**src/rtl/cfg0_pkg.sv**
```systemverilog
// cfg0_pkg: shared definitions for the TLX cfg0 responder.
//   - cfg0 command / response opcodes and response codes
//   - responder FSM state encoding
//   - cfg0_cmd_t: one queued cfg0 command
//   - helpers for size/alignment decode and byte-lane masks
package cfg0_pkg;

    localparam logic [7:0] OP_CONFIG_READ  = 8'hE0;
    localparam logic [7:0] OP_CONFIG_WRITE = 8'hE1;

    localparam logic [7:0] OP_RD_RESP = 8'h01;
    localparam logic [7:0] OP_RD_FAIL = 8'h02;
    localparam logic [7:0] OP_WR_RESP = 8'h04;
    localparam logic [7:0] OP_WR_FAIL = 8'h05;

    localparam logic [3:0] CODE_OK     = 4'h0;
    localparam logic [3:0] CODE_BAD_DATA = 4'h8;
    localparam logic [3:0] CODE_BAD_OP = 4'h9;
    localparam logic [3:0] CODE_ALIGN  = 4'hB;
    localparam logic [3:0] CODE_ADDR   = 4'hE;

    typedef enum logic [1:0] {
        IDLE = 2'b00,
        EXEC = 2'b01,
        RESP = 2'b10
    } cfg0_state_e;

    typedef struct packed {
        logic [7:0]  opcode;
        logic [11:0] pa;
        logic        t;
        logic [2:0]  pl;
        logic [15:0] capptag;
        logic [31:0] data;
        logic        bdi;
    } cfg0_cmd_t;

    // Byte lanes touched by an access of size pl starting at byte offset off.
    function automatic logic [3:0] lane_mask(input logic [2:0] pl, input logic [1:0] off);
        logic [3:0] base;
        case (pl)
            3'd0:    base = 4'b0001;
            3'd1:    base = 4'b0011;
            3'd2:    base = 4'b1111;
            default: base = 4'b0000;
        endcase
        return base << off;
    endfunction

    // Natural alignment: 2-byte on even offsets, 4-byte on offset 0.
    function automatic logic is_aligned(input logic [2:0] pl, input logic [1:0] off);
        logic ok;
        case (pl)
            3'd0:    ok = 1'b1;
            3'd1:    ok = ~off[0];
            3'd2:    ok = (off == 2'b00);
            default: ok = 1'b0;
        endcase
        return ok;
    endfunction

endpackage

```
**src/rtl/cfg0_cmd_fifo.sv**
```systemverilog
// cfg0_cmd_fifo: synchronous FIFO of cfg0_cmd_t entries.
// Ports:
//   clk, rst_n    clock, async active-low reset (FIFO emptied)
//   push, push_data  write an entry (accepted when not full, or when popping)
//   pop           remove head entry (ignored when empty)
//   head          current head entry
//   full, empty   occupancy flags
// A push and a pop in the same cycle are both honoured, even when full.
module cfg0_cmd_fifo
    import cfg0_pkg::*;
#(
    parameter int DEPTH = 4
)(
    input  logic      clk,
    input  logic      rst_n,
    input  logic      push,
    input  cfg0_cmd_t push_data,
    input  logic      pop,
    output cfg0_cmd_t head,
    output logic      full,
    output logic      empty
);

    localparam int PW = (DEPTH > 1) ? $clog2(DEPTH) : 1;

    cfg0_cmd_t     mem_r [DEPTH];
    logic [PW-1:0] wr_ptr_r;
    logic [PW-1:0] rd_ptr_r;
    logic [3:0]    count_r;
    logic          push_ok_s;
    logic          pop_ok_s;

    function automatic logic [PW-1:0] next_ptr(input logic [PW-1:0] p);
        return (p == PW'(DEPTH - 1)) ? {PW{1'b0}} : p + PW'(1);
    endfunction

    assign empty     = (count_r == 4'd0);
    assign full      = (count_r == 4'(DEPTH));
    assign pop_ok_s  = pop && !empty;
    // A pop frees a slot in the same cycle, so a full FIFO can still accept.
    assign push_ok_s = push && (!full || pop_ok_s);
    assign head      = mem_r[rd_ptr_r];

    // Storage, pointers and occupancy count.
    always_ff @(posedge clk or negedge rst_n) begin
        if (!rst_n) begin
            for (int i = 0; i < DEPTH; i++) begin
                mem_r[i] <= '0;
            end
            wr_ptr_r <= {PW{1'b0}};
            rd_ptr_r <= {PW{1'b0}};
            count_r  <= 4'd0;
        end else begin
            if (push_ok_s) begin
                mem_r[wr_ptr_r] <= push_data;
                wr_ptr_r        <= next_ptr(wr_ptr_r);
            end
            if (pop_ok_s) begin
                rd_ptr_r <= next_ptr(rd_ptr_r);
            end
            case ({push_ok_s, pop_ok_s})
                2'b10:   count_r <= count_r + 4'd1;
                2'b01:   count_r <= count_r - 4'd1;
                default: count_r <= count_r;
            endcase
        end
    end

endmodule

```
**src/rtl/afu_cfg0_responder.sv**
```systemverilog
// afu_cfg0_responder: AFU endpoint of the TLX cfg0 channel.
// Queues config read/write commands, executes them one at a time against a
// local 32-bit register file, and returns one response per command, held
// until the TLX acknowledges it.
// Ports:
//   tlx_clock, reset_n        clock, async active-low reset
//   tlx_cfg0_*                incoming command (valid strobe + fields)
//   tlx_cfg0_resp_ack         TLX accepted the presented response
//   cfg0_tlx_initial_credit   command credits advertised (FIFO_DEPTH)
//   cfg0_tlx_credit_return    one pulse per command taken from the queue
//   cfg0_tlx_resp_*           response fields, stable while resp_valid
//   cfg0_tlx_rdata_*          read data, byte offset and bad-data flag
//   cfg_regs                  flattened register file, reg0 in [31:0]
//   protocol_err              sticky: command arrived with no free slot
// Build option: define CFG0_BDI_CHECK_EN to fail writes carrying bad data
// (wr_fail code 8, register untouched); otherwise bdi is ignored.
module afu_cfg0_responder
    import cfg0_pkg::*;
#(
    parameter int          FIFO_DEPTH = 4,
    parameter int          NUM_REGS   = 16,
    parameter logic [31:0] ID_VALUE   = 32'h1014_0632
)(
    input  logic                  tlx_clock,
    input  logic                  reset_n,
    input  logic                  tlx_cfg0_valid,
    input  logic [7:0]            tlx_cfg0_opcode,
    input  logic [63:0]           tlx_cfg0_pa,
    input  logic                  tlx_cfg0_t,
    input  logic [2:0]            tlx_cfg0_pl,
    input  logic [15:0]           tlx_cfg0_capptag,
    input  logic [31:0]           tlx_cfg0_data_bus,
    input  logic                  tlx_cfg0_data_bdi,
    input  logic                  tlx_cfg0_resp_ack,
    output logic [3:0]            cfg0_tlx_initial_credit,
    output logic                  cfg0_tlx_credit_return,
    output logic                  cfg0_tlx_resp_valid,
    output logic [7:0]            cfg0_tlx_resp_opcode,
    output logic [15:0]           cfg0_tlx_resp_capptag,
    output logic [3:0]            cfg0_tlx_resp_code,
    output logic [3:0]            cfg0_tlx_rdata_offset,
    output logic [31:0]           cfg0_tlx_rdata_bus,
    output logic                  cfg0_tlx_rdata_bdi,
    output logic [NUM_REGS*32-1:0] cfg_regs,
    output logic                  protocol_err
);

    localparam int IW = (NUM_REGS > 1) ? $clog2(NUM_REGS) : 1;

    cfg0_state_e state_r, state_next_s;
    cfg0_cmd_t   push_cmd_s, head_s, cmd_r;
    logic        full_s, empty_s, pop_s, push_s;
    logic [31:0] regs_r [NUM_REGS];

    logic [9:0]  word_s;
    logic [1:0]  off_s;
    logic        is_write_s, bdi_fail_s, fail_s, wr_en_s;
    logic [3:0]  code_s;
    logic [7:0]  resp_op_s;
    logic [31:0] rd_word_s, rdata_s, wr_data_s;
    logic [3:0]  wr_mask_s;

    logic        resp_valid_r, protocol_err_r;
    logic [7:0]  resp_op_r;
    logic [15:0] resp_tag_r;
    logic [3:0]  resp_code_r, rdata_off_r;
    logic [31:0] rdata_r;

    // Only pa[11:0] addresses the register window.
    logic unused_pa_s;
    assign unused_pa_s = ^tlx_cfg0_pa[63:12];

    assign push_cmd_s = '{opcode:  tlx_cfg0_opcode,
                          pa:      tlx_cfg0_pa[11:0],
                          t:       tlx_cfg0_t,
                          pl:      tlx_cfg0_pl,
                          capptag: tlx_cfg0_capptag,
                          data:    tlx_cfg0_data_bus,
                          bdi:     tlx_cfg0_data_bdi};

    assign pop_s  = (state_r == IDLE) && !empty_s;
    assign push_s = tlx_cfg0_valid && (!full_s || pop_s);

    cfg0_cmd_fifo #(.DEPTH(FIFO_DEPTH)) u_fifo (
        .clk       (tlx_clock),
        .rst_n     (reset_n),
        .push      (push_s),
        .push_data (push_cmd_s),
        .pop       (pop_s),
        .head      (head_s),
        .full      (full_s),
        .empty     (empty_s)
    );

`ifdef CFG0_BDI_CHECK_EN
    assign bdi_fail_s = is_write_s && cmd_r.bdi;
`else
    logic unused_bdi_s;
    assign unused_bdi_s = cmd_r.bdi;
    assign bdi_fail_s   = 1'b0;
`endif

    assign word_s     = cmd_r.pa[11:2];
    assign off_s      = cmd_r.pa[1:0];
    assign is_write_s = (cmd_r.opcode == OP_CONFIG_WRITE);
    assign rd_word_s  = regs_r[word_s[IW-1:0]];
    assign wr_data_s  = cmd_r.data << {off_s, 3'b000};
    assign wr_mask_s  = lane_mask(cmd_r.pl, off_s);

    // Command checks, first failing check decides the response code.
    always_comb begin
        fail_s = 1'b1;
        code_s = CODE_OK;
        if ((cmd_r.opcode != OP_CONFIG_READ) && !is_write_s) begin
            code_s = CODE_BAD_OP;
        end else if (cmd_r.t) begin
            code_s = CODE_ADDR;
        end else if (cmd_r.pl > 3'd2) begin
            code_s = CODE_BAD_OP;
        end else if (!is_aligned(cmd_r.pl, off_s)) begin
            code_s = CODE_ALIGN;
        end else if ({22'd0, word_s} >= 32'(NUM_REGS)) begin
            code_s = CODE_ADDR;
        end else if (bdi_fail_s) begin
            code_s = CODE_BAD_DATA;
        end else begin
            fail_s = 1'b0;
        end
    end

    // Response opcode and data for the command in EXEC.
    always_comb begin
        resp_op_s = OP_RD_FAIL;
        rdata_s   = 32'h0;
        if (fail_s) begin
            resp_op_s = is_write_s ? OP_WR_FAIL : OP_RD_FAIL;
        end else if (is_write_s) begin
            resp_op_s = OP_WR_RESP;
        end else begin
            resp_op_s = OP_RD_RESP;
            rdata_s   = rd_word_s;
        end
    end

    // Reg 0 holds the read-only ID; writes to it succeed without effect.
    assign wr_en_s = (state_r == EXEC) && !fail_s && is_write_s && (word_s != 10'd0);

    // FSM state register.
    always_ff @(posedge tlx_clock or negedge reset_n) begin
        if (!reset_n) begin
            state_r <= IDLE;
        end else begin
            state_r <= state_next_s;
        end
    end

    // FSM next state: pop in IDLE, one EXEC cycle, hold RESP until ack.
    always_comb begin
        state_next_s = state_r;
        case (state_r)
            IDLE: begin
                if (pop_s) state_next_s = EXEC;
                else       state_next_s = IDLE;
            end
            EXEC: state_next_s = RESP;
            RESP: begin
                if (tlx_cfg0_resp_ack) state_next_s = IDLE;
                else                   state_next_s = RESP;
            end
            default: state_next_s = IDLE;
        endcase
    end

    // Command being executed, captured as it leaves the queue.
    always_ff @(posedge tlx_clock or negedge reset_n) begin
        if (!reset_n) begin
            cmd_r <= '0;
        end else if (pop_s) begin
            cmd_r <= head_s;
        end
    end

    // Register file with byte-lane merge on successful writes.
    always_ff @(posedge tlx_clock or negedge reset_n) begin
        if (!reset_n) begin
            regs_r[0] <= ID_VALUE;
            for (int r = 1; r < NUM_REGS; r++) begin
                regs_r[r] <= 32'h0;
            end
        end else if (wr_en_s) begin
            for (int b = 0; b < 4; b++) begin
                if (wr_mask_s[b]) begin
                    regs_r[word_s[IW-1:0]][8*b +: 8] <= wr_data_s[8*b +: 8];
                end
            end
        end
    end

    // Response registers: loaded at end of EXEC, valid dropped on ack.
    always_ff @(posedge tlx_clock or negedge reset_n) begin
        if (!reset_n) begin
            resp_valid_r <= 1'b0;
            resp_op_r    <= 8'h0;
            resp_tag_r   <= 16'h0;
            resp_code_r  <= 4'h0;
            rdata_off_r  <= 4'h0;
            rdata_r      <= 32'h0;
        end else if (state_r == EXEC) begin
            resp_valid_r <= 1'b1;
            resp_op_r    <= resp_op_s;
            resp_tag_r   <= cmd_r.capptag;
            resp_code_r  <= code_s;
            rdata_off_r  <= (cmd_r.opcode == OP_CONFIG_READ) ? {2'b00, off_s} : 4'h0;
            rdata_r      <= rdata_s;
        end else if ((state_r == RESP) && tlx_cfg0_resp_ack) begin
            resp_valid_r <= 1'b0;
        end
    end

    // Sticky overflow flag: command arrived with no slot free.
    always_ff @(posedge tlx_clock or negedge reset_n) begin
        if (!reset_n) begin
            protocol_err_r <= 1'b0;
        end else if (tlx_cfg0_valid && full_s && !pop_s) begin
            protocol_err_r <= 1'b1;
        end
    end

    for (genvar g = 0; g < NUM_REGS; g++) begin : g_flat
        assign cfg_regs[32*g +: 32] = regs_r[g];
    end

    assign cfg0_tlx_initial_credit = 4'(FIFO_DEPTH);
    assign cfg0_tlx_credit_return  = pop_s;
    assign cfg0_tlx_resp_valid     = resp_valid_r;
    assign cfg0_tlx_resp_opcode    = resp_op_r;
    assign cfg0_tlx_resp_capptag   = resp_tag_r;
    assign cfg0_tlx_resp_code      = resp_code_r;
    assign cfg0_tlx_rdata_offset   = rdata_off_r;
    assign cfg0_tlx_rdata_bus      = rdata_r;
    assign cfg0_tlx_rdata_bdi      = 1'b0;
    assign protocol_err            = protocol_err_r;

endmodule

```
**config.mk**
```make
export PLATFORM = sky130hd
export DESIGN_NAME = afu_cfg0_responder
export DESIGN_NICKNAME = d
export VERILOG_FILES = /design/src/rtl/cfg0_pkg.sv /design/src/rtl/cfg0_cmd_fifo.sv /design/src/rtl/afu_cfg0_responder.sv
export SDC_FILE = /design/constraint.sdc
export NUM_CORES = 1
export LEC_CHECK = 0
export CAP_MARGIN = 30
export CORE_ASPECT_RATIO = 1.2
export CORE_MARGIN = 1
export CORE_UTILIZATION = 35
export CTS_CLUSTER_SIZE = 16
export DETAILED_ROUTE_END_ITERATION = 16
export GPL_TIMING_DRIVEN = 1
export HOLD_SLACK_MARGIN = 0.15
export PLACE_DENSITY = 0.66
export SYNTH_ARGS = -nofsm -noshare
export SYNTH_HDL_FRONTEND = slang
export SYNTH_HIERARCHICAL = 1
export SYNTH_SLANG_ARGS = --single-unit
export TNS_END_PERCENT = 1
```
**constraint.sdc**
```tcl
create_clock -name tlx_clock -period 4.2 [get_ports tlx_clock]
set_input_delay 0.63 -clock tlx_clock [delete_from_list [all_inputs] [get_ports tlx_clock]]
set_output_delay 0.63 -clock tlx_clock [all_outputs]
set_load 0.01 [all_outputs]
```
Yosys cells after proc, flatten, opt, wreduce, memory -nomap -nowiden
Index checks and enable logic that the tools add are counted.
{ "totals": {"memories": 0, "regBits": 952, "latchBits": 0, "elab_cells": 174, "out_inout_bits": 584, "rom_bits": 0, "input_bits": 129, "ram_bits": 0} }
{ "classes": {"n_addsub": 4, "order_cmp": 7, "n_mul": 0, "n_bitwise": 4, "eq_ne": 12, "reduce_logical": 27, "div_mod_pow": 0, "mux": 57, "shift": 2} }
{ "op_table": {"columns": ["cell", "count"], "rows": [
  ["$mux W512", 7],
  ["$bwmux W512", 4],
  ["$demux W32 S4", 4],
  ["$bwmux W292", 1],
  ["$mux W73", 3],
  ["$mux W32", 5],
  ["$bmux W73 S2", 1],
  ["$demux W73 S2", 1],
  ["$bmux W32 S4", 1],
  ["$shl A32 B5 Y32", 1],
  ["$mux W24", 1],
  ["$mux W4", 5],
  ["$eq A8 B8 Y1 const B", 2],
  ["$mux W16", 1],
  ["$logic_and A1 B1 Y1", 13],
  ["$pmux W4 S3", 1],
  ["$mux W1", 11],
  ["$ge A10 B5 Y1 const B", 1],
  ["$reduce_bool A10 Y1", 1],
  ["$mux W3", 3],
  ["$eq A2 B2 Y1 const B", 4],
  ["$mux W2", 4],
  ["$mux W8", 1],
  ["$ne A8 B8 Y1 const B", 1],
  ["25 further kinds", 36]
]} }

Depth between registers and ports, before layout
Gate-level depths: netlist of run 1.
{ "depth": {"ltp_word": 22, "depth_mapped": 12, "mapped_depth_nobuf": 10} }

Modules after synthesis
Netlist of run 1, hierarchy kept.
{ "modules_own_cells": {"columns": ["mod", "instances", "cells_each", "area_each_um2"], "rows": [
  ["afu_cfg0_responder", 1, 2373, 28895.2],
  ["cfg0_cmd_fifo", 1, 762, 13244.0]
]} }

Worst setup path after synthesis of run 1
No wires, ideal clock.
{ "synth_timing": {"path_kind": "reg2reg", "start": "reg u_fifo.count_r[0]", "end": "reg u_fifo.count_r[3]", "stages_incl_launch_ff": 12, "t_arrival_ns": 3.447, "slack_ns": 0.619, "path_buffers": 2, "path_cell_list": "dfrtp_1 > nor4_1 > or3_1 > inv_1 > clkbuf_1 > clkbuf_1 > o21ai_0 > ha_1 > ha_1 > or4b_2 > o311ai_0 > o211ai_1"} }
{ "synth_between": {"elab_chain_cells": 8, "elab_cells_between_ends": 16, "classes_between": "add/sub (2); eq/ne (3); mux (1); reduce/logical (10)"} }
{ "synth_lines": {"columns": ["element", "line_no", "rtl"], "rows": [
  ["start, declared", "cfg0_cmd_fifo.sv:29", "logic [3:0] count_r;"],
  ["start signal, assigned", "cfg0_cmd_fifo.sv:62", "2'b10: count_r <= count_r + 4'd1;"],
  ["start signal, assigned", "cfg0_cmd_fifo.sv:63", "2'b01: count_r <= count_r - 4'd1;"],
  ["start signal, assigned", "cfg0_cmd_fifo.sv:64", "default: count_r <= count_r;"],
  ["$logic_not A4 Y1 (*)", "cfg0_cmd_fifo.sv:37", "assign empty = (count_r == 4'd0);"],
  ["via empty_s", "afu_cfg0_responder.sv:52", "logic full_s, empty_s, pop_s, push_s;"],
  ["$logic_not A1 Y1 (*)", "afu_cfg0_responder.sv:81", "assign pop_s = (state_r == IDLE) && !empty_s;"],
  ["$logic_and A1 B1 Y1 (*)", "afu_cfg0_responder.sv:81", null],
  ["via cfg0_tlx_credit_return", "afu_cfg0_responder.sv:36", "output logic cfg0_tlx_credit_return,"],
  ["$logic_or A1 B1 Y1 or $logic_and A1 B1 Y1 (tied branches)", "afu_cfg0_responder.sv:82, cfg0_cmd_fifo.sv:39", null],
  ["$logic_and A1 B1 Y1 or $logic_or A1 B1 Y1 (tied branches)", "afu_cfg0_responder.sv:82, cfg0_cmd_fifo.sv:41", null],
  ["$logic_and A1 B1 Y1", "cfg0_cmd_fifo.sv:41", "assign push_ok_s = push && (!full || pop_ok_s);"],
  ["$eq A2 B1 Y1 or $eq A2 B2 Y1 (tied branches)", "cfg0_cmd_fifo.sv:61", "case ({push_ok_s, pop_ok_s})"],
  ["$pmux W4 S2 or $reduce_bool A2 Y1 (tied branches)", null, null]
]} }
The timed path passes the listed nets; every way through them passes the cells marked *.
A chain may end at the register's enable or synchronous reset.

Worst setup path after layout of run 1
{ "layout_timing": {"start": "reg u_fifo.count_r[0]", "end": "reg u_fifo.count_r[3]"} }
{ "layout_between": {"elab_cells_between_ends": 16, "classes_between": "add/sub (2); eq/ne (3); mux (1); reduce/logical (10)"} }
{ "layout_rtl": {"columns": ["element", "line_no", "rtl"], "rows": [
  ["$eq A4 B3 Y1 (*)", "cfg0_cmd_fifo.sv:38", "assign full = (count_r == 4'(DEPTH));"],
  ["via full_s", "afu_cfg0_responder.sv:52", null],
  ["$logic_not A1 Y1 (*)", "afu_cfg0_responder.sv:82", "assign push_s = tlx_cfg0_valid && (!full_s || pop_s);"],
  ["$logic_or A1 B1 Y1 (*)", "afu_cfg0_responder.sv:82", null],
  ["$logic_and A1 B1 Y1 (*)", "afu_cfg0_responder.sv:82", null],
  ["via push_s", "afu_cfg0_responder.sv:52", null],
  ["$logic_and A1 B1 Y1 (*)", "cfg0_cmd_fifo.sv:41", null],
  ["$eq A2 B1 Y1 or $eq A2 B2 Y1 (tied branches)", "cfg0_cmd_fifo.sv:61", null],
  ["$pmux W4 S2 or $reduce_bool A2 Y1 (tied branches)", null, null]
]} }
Marked as above.

==> results of run 1 <==
==> state kept, by name, summed over array words and instances, names as in the netlist <==
name / cells
u_fifo/mem_r: 288
u_fifo/rd_ptr_r: 2
cfg0_tlx_resp_opcode: 3
cfg0_tlx_resp_code: 4
u_fifo/wr_ptr_r: 2
cmd_r: 72
u_fifo/count_r: 4
state_r: 2
protocol_err: 1
cfg_regs: 512
cfg0_tlx_resp_valid: 1
cfg0_tlx_rdata_bus: 32
cfg0_tlx_rdata_offset: 2
cfg0_tlx_resp_capptag: 16
==> cells in the final DEF (no fill, tap or decap), types with 8 or more instances in the layout <==
cell                              count
sky130_fd_sc_hd__nor2_1              18
sky130_fd_sc_hd__o21ai_0            449
sky130_fd_sc_hd__o21ai_1             45
sky130_fd_sc_hd__mux4_2             200
sky130_fd_sc_hd__inv_1               10
sky130_fd_sc_hd__clkbuf_16          102
sky130_fd_sc_hd__ha_1                 9
sky130_fd_sc_hd__a21oi_2              8
sky130_fd_sc_hd__or2_0                9
sky130_fd_sc_hd__mux2_2             516
sky130_fd_sc_hd__dfstp_2              8
sky130_fd_sc_hd__nand3_1             27
sky130_fd_sc_hd__mux2_1              25
sky130_fd_sc_hd__a22oi_1             64
sky130_fd_sc_hd__clkinvlp_4           8
sky130_fd_sc_hd__conb_1              12
sky130_fd_sc_hd__nor3_4              26
sky130_fd_sc_hd__buf_4               89
sky130_fd_sc_hd__a22o_1              33
sky130_fd_sc_hd__or2_2               10
sky130_fd_sc_hd__buf_12              14
sky130_fd_sc_hd__nand2b_1            14
sky130_fd_sc_hd__nand2_1            317
sky130_fd_sc_hd__clkbuf_1            25
sky130_fd_sc_hd__mux2i_1             16
sky130_fd_sc_hd__and2_1               9
sky130_fd_sc_hd__clkinv_2            13
sky130_fd_sc_hd__dfrtp_1            928
sky130_fd_sc_hd__clkdlybuf4s50_1    646
sky130_fd_sc_hd__clkbuf_8            20
sky130_fd_sc_hd__or3_1               15
==> repair_timing <==
item | in CTS | in global routing
setup buffers | 0 | 0
hold endpoints to repair | 67 | 0
hold buffers | 1 | 0
==> power groups by stage <==
stage / Combinational, mW / Sequential [mW] / Clock [mW]
2_1_floorplan: 7.22 / 11.8 / 0
3_3_place_gp: 9.92 / 12.5 / 0
3_5_place_dp: 10.2 / 12.5 / 0
4_1_cts: 10.3 / 12.4 / 9.19
5_1_grt: 10.9 / 12.6 / 9.52
6_report: 10.2 / 12.3 / 9.00
==> layer usage <==
metal  track usage [%]  part of all wire (%)
met1              30.0                    40
met2              37.7                    48
met3              6.95                   8.2
met4              11.0                   4.7
met5                 0                 0.043
==> cell type report <==
class | count | area share (%)
multi-input cells | 1888 | 32.0
clock buffers | 147 | 5.46
repair buffers | 753 | 14.0
flip-flops and latches | 941 | 44.1
well taps | 1540 | 3.60
diodes | 2 | 0.00936
inverters | 11 | 0.0796
clock inverters | 34 | 0.784
==> worst paths after layout <==
path / from / end / slack [ns] / cells after the start
setup / recovery: u_fifo/count_r[0] / u_fifo/count_r[3] / 0.65 / 10
hold / removal: cfg_regs[18] / cfg_regs[18] / 0.37 / 0
setup reg to reg: u_fifo/count_r[0] / u_fifo/count_r[3] / 0.65 / 10
hold reg to reg: cfg_regs[18] / cfg_regs[18] / 0.37 / 0
max in group asynchronous: reset_n / u_fifo/mem_r[172] / 2.31 / 4
min in group asynchronous: reset_n / cfg_regs[183] / 0.59 / 2
==> critical path, stage by stage, from the launching register on <==
cell	delay, ns
sky130_fd_sc_hd__dfrtp_1	0.44
sky130_fd_sc_hd__or4b_1	0.75
sky130_fd_sc_hd__inv_1	0.14
sky130_fd_sc_hd__a21boi_0	0.09
sky130_fd_sc_hd__buf_4	0.18
sky130_fd_sc_hd__o21ai_0	0.17
sky130_fd_sc_hd__ha_1	0.38
sky130_fd_sc_hd__ha_1	0.34
sky130_fd_sc_hd__or4b_2	0.67
sky130_fd_sc_hd__o311ai_0	0.13
sky130_fd_sc_hd__o211ai_1	0.13
==> flow_summary.rst, run 1 <==
.. list-table::
   :header-rows: 1

   * - Metric
     - Value
   * - Die outline height
     - 381 um
   * - Clock net sink count
     - 941
   * - Std-Cell Core Area
     - 118,000 sq um
   * - Maximum clock rate
     - 282 MHz
   * - Final worst-path cycle share
     - 84.5%
   * - Final instance area
     - 53,500 sq um
   * - Number of routed nets with antenna violations
     - 0
   * - Root buffer cell
     - sky130_fd_sc_hd__clkbuf_16
   * - Overall fraction of global-route tracks in use
     - 23.8%
   * - Half-perimeter wire length of the detailed placement result
     - 105 mm
   * - Floorplan die area
     - 121,000 sq um
   * - Cts bufs inserted
     - 101
   * - Number of fill cells
     - 10.8k
   * - Top fanout value on the critical path
     - 9
   * - Total negative slack
     - 0 ns
   * - Leakage
     - 23.1 nW
   * - Cell Count, Final, Fillers Out
     - 5,316
   * - Hold Violations, Final
     - 0
   * - Final Wtd Congestion
     - 0.894
   * - Number of DRC violations after detailed-routing iteration 0
     - 2,497
   * - Register Area
     - 23,600 sq um
   * - Combined area of the multi-input logic cells
     - 17,100 sq um
   * - Final-report setup violation count
     - 0
   * - Clock-pin transition on the worst setup and hold timing paths
     - 0.06 ns
   * - Critical path type
     - flip-flop to flip-flop
   * - Max Transition Viols Final
     - 0
   * - Worst max-slew margin expressed relative to the limit
     - 30.1%
   * - Worst min path class
     - flip-flop to flip-flop
   * - Vias in the first global route
     - 29.5k
   * - Via count
     - 29.6k
   * - Capturing element type of the critical path
     - flip-flop
   * - Syn. warnings
     - 6
   * - Via density per instance
     - 5.57
   * - Minimum period implied by the final worst setup slack
     - 3.55 ns
   * - Layout Nets
     - 3,835
   * - Global route total overflow
     - 0
   * - Maximum clock skew at final layout
     - 0.0489 ns
   * - RSZ-0062 raised after global routing
     - no
   * - Critical Path Start Type
     - flip-flop
   * - Post-layout total power
     - 31.5 mW
   * - Die outline width
     - 318 um
   * - Number of placed instances with taps included
     - 5,131
   * - Arr. time, crit path
     - 4.14 ns
   * - Number of input and output port buffers inserted
     - 647
   * - Max Cap Violations
     - 0
   * - Detailed-router iteration count before antenna repair
     - 5
   * - Avg Inst Size Synth
     - 13.4 sq um
   * - Part of the total power dissipated in the clock network
     - 28.6%
   * - Slew at the pin closest to its max-slew limit
     - 1.05 ns
   * - I/O Pins
     - 713
   * - Area after DPL
     - 50,100 sq um
   * - Initial antenna violation count
     - 7
   * - Largest net degree at the start of global routing
     - 121
   * - Proportion of layout cells with a drive suffix above 1
     - 28.1%
   * - Portion of total power attributed to sequential cells
     - 39.1%
   * - Clk buf depth
     - 3
   * - Final setup margin
     - 0.650 ns
   * - Layout Utilization
     - 45.1%
   * - H-tree depth
     - 3
   * - Maximum resistive drop on vdd
     - 0.510 mV
   * - Final wirelength
     - 146 mm
   * - PD cells
     - 589 nW/um^2
   * - Share of power burned in combinational logic
     - 32.3%
   * - Area growth, synth to finish
     - 27.4%
   * - Synthesized cell area
     - 42,000 sq um
   * - Hold Worst Slack
     - 0.373 ns
   * - Number of resized instances in the post-cts repair step
     - 0
   * - Setup WS pre-CTS
     - 0.636 ns
   * - Initial core utilization
     - 35.4%
   * - DRC violations left
     - 0
   * - Internal power of the cells
     - 20.5 mW
   * - Number of cell rows
     - 138
   * - Synthesized instance count
     - 3,126
   * - Required time of the worst setup path
     - 4.79 ns
   * - TritonCTS clock tree
     - done
   * - Global-route wire length before repair
     - 213 mm
   * - Proportion of total power due to net switching
     - 34.8%
   * - Clock latency on the worst-skew pair
     - 0.75 ns
   * - Run status
     - completed
   * - Routed length per placed instance
     - 27.4 um
   * - Switching power
     - 11.0 mW
No activity file was read; power rests on OpenSTA's default activity.
==> run 2: changes to the inputs <==
==> constraint.sdc (replaced) <==
create_clock -name tlx_clock -period 3.61 [get_ports tlx_clock]
set_input_delay 0.5415 -clock tlx_clock [delete_from_list [all_inputs] [get_ports tlx_clock]]
set_output_delay 0.5415 -clock tlx_clock [all_outputs]
set_load 0.01 [all_outputs]
==> run 2 against run 1 <==
  * Total power up 18%
  * Global-route usage down 0.090 points
  * Final cell count up 0.85%
==> flow_summary.rst, run 2 (synthesized netlist as in run 1, its figures left out) <==
.. list-table::
   :header-rows: 1

   * - Metric
     - Value
   * - Number of input and output port buffers inserted
     - 647
   * - Proportion of layout cells with a drive suffix above 1
     - 29.1%
   * - Floorplan die area
     - 121,000 sq um
   * - Std-Cell Core Area
     - 118,000 sq um
   * - Leakage
     - 23.4 nW
   * - Minimum period implied by the final worst setup slack
     - 3.36 ns
   * - Number of placed instances with taps included
     - 5,171
   * - Number of resized instances in the post-cts repair step
     - 0
   * - Number of cell rows
     - 138
   * - Final wirelength
     - 145 mm
   * - Critical path type
     - flip-flop to output port
   * - Global routing usage on met2
     - 38.5%
   * - DRC violations left
     - 0
   * - Maximum resistive drop on vdd
     - 0.523 mV
   * - Die outline height
     - 381 um
   * - Hold Worst Slack
     - 0.371 ns
   * - Critical Path Start Type
     - flip-flop
   * - Arr. time, crit path
     - 2.82 ns
   * - Run status
     - completed
   * - Via count
     - 29.6k
   * - Routing layer with the top usage in global route
     - met2
   * - Required time of the worst setup path
     - 3.07 ns
   * - Max Cap Violations
     - 0
   * - Cell Count, Final, Fillers Out
     - 5,361
   * - Global-route wire length before repair
     - 212 mm
   * - Slew at the pin closest to its max-slew limit
     - 1.00 ns
   * - Most common library cell in the layout ignoring fill and taps
     - sky130_fd_sc_hd__dfrtp_1
   * - Area growth, synth to finish
     - 28.7%
   * - Detailed-router iteration count before antenna repair
     - 5
   * - Root buffer cell
     - sky130_fd_sc_hd__clkbuf_16
   * - Via density per instance
     - 5.52
   * - Largest net degree at the start of global routing
     - 121
   * - Max Transition Viols Final
     - 0
   * - Number of DRC violations after detailed-routing iteration 0
     - 2,580
   * - Number of flip-flops in the largest register
     - 512
   * - H-tree depth
     - 3
   * - Post-layout total power
     - 37.2 mW
   * - Clk buf depth
     - 3
   * - Top fanout value on the critical path
     - 26
   * - Commonest cells after routing, fill and taps aside
     - sky130_fd_sc_hd__dfrtp_1, sky130_fd_sc_hd__clkdlybuf4s50_1, sky130_fd_sc_hd__mux2_2, sky130_fd_sc_hd__o21ai_0, sky130_fd_sc_hd__nand2_1
   * - Vias in the first global route
     - 29.8k
   * - Die outline width
     - 318 um
   * - Layout Nets
     - 3,872
   * - I/O Pins
     - 713
   * - Maximum clock rate
     - 297 MHz
   * - Global route total overflow
     - 0
   * - Initial core utilization
     - 35.4%
   * - Maximum clock skew at final layout
     - 0.0493 ns
   * - Cts bufs inserted
     - 98
   * - Final worst-path cycle share
     - 93.1%
   * - Half-perimeter wire length of the detailed placement result
     - 106 mm
   * - Met3 Usage GRT
     - 6.35%
   * - RSZ-0062 raised after global routing
     - no
   * - Initial antenna violation count
     - 5
   * - Final-report setup violation count
     - 0
   * - TritonCTS clock tree
     - done
   * - Total negative slack
     - 0 ns
   * - Layout Utilization
     - 45.6%
   * - Global-route track usage on met1
     - 29.5%
   * - Final Wtd Congestion
     - 0.893
   * - Number of routed nets with antenna violations
     - 0
   * - PD cells
     - 688 nW/um^2
   * - Clock net sink count
     - 941
   * - Clock latency on the worst-skew pair
     - 0.74 ns
   * - Overall fraction of global-route tracks in use
     - 23.7%
   * - Worst max-slew margin expressed relative to the limit
     - 33.2%
   * - Routed length per placed instance
     - 27.1 um
   * - Hold Violations, Final
     - 0
   * - Worst min path class
     - flip-flop to flip-flop
   * - Clock-pin transition on the worst setup and hold timing paths
     - 0.06 ns
   * - Capturing element type of the critical path
     - output port
-- run 2: worst max-delay path, stage by stage (launching register included) --
cell and delay [ns]:
sky130_fd_sc_hd__dfrtp_1 0.44, sky130_fd_sc_hd__nor4_1 0.41, sky130_fd_sc_hd__or3_4 0.37, sky130_fd_sc_hd__clkinv_2 0.12
sky130_fd_sc_hd__buf_4 0.26, sky130_fd_sc_hd__clkdlybuf4s50_1 0.52
-- run 2: worst paths after layout --
kind	from	to	slack [ns]	cells after the start
setup / recovery	u_fifo/count_r[0]	cfg0_tlx_credit_return	0.25	5
max in group asynchronous	reset_n	u_fifo/mem_r[117]	2.02	3
hold reg to reg	cfg_regs[28]	cfg_regs[28]	0.37	0
hold / removal	cfg_regs[28]	cfg_regs[28]	0.37	0
min in group asynchronous	reset_n	cfg_regs[212]	0.41	2
setup reg to reg	u_fifo/count_r[0]	u_fifo/count_r[3]	0.38	9
-- run 2: through the flow --
step / cell area (sq um) / setup slack (ns)
CTS: 54000 / 0.140
floorplan: 42000 / 0.0293
finish: 54000 / 0.248
global route: 54000 / 0.0769
global placement: 50400 / 0.334
detailed placement: 50500 / 0.333
-- run 2: final cells by class --
class | count | area, sq um
repair buffers | 793 | 7890
diodes | 4 | 10.0
clock inverters | 42 | 624
fillers | 10700 | 64400
clock buffers | 142 | 2870
well taps | 1540 | 1930
inverters | 11 | 42.5
flip-flops and latches | 941 | 23600
multi-input cells | 1888 | 17100
-- run 2: metal layers --
layer / up-vias / share of wire (%)
li1: 12600 / -
met1: 15500 / 39
met5: - / 0.016
met4: 4 / 4.4
met3: 271 / 7.9
met2: 1224 / 49
-- run 2: report_power, final --
group / switching, mW / internal, mW
combinational: 6.82 / 5.16
clock: 4.45 / 6.41
sequential: 1.53 / 12.8
total: 12.8 / 24.4
-- run 2: what timing repair did --
item,in CTS,in global routing
buffers inserted,0,0
endpoints found under the hold margin,58,0
hold buffers,1,0
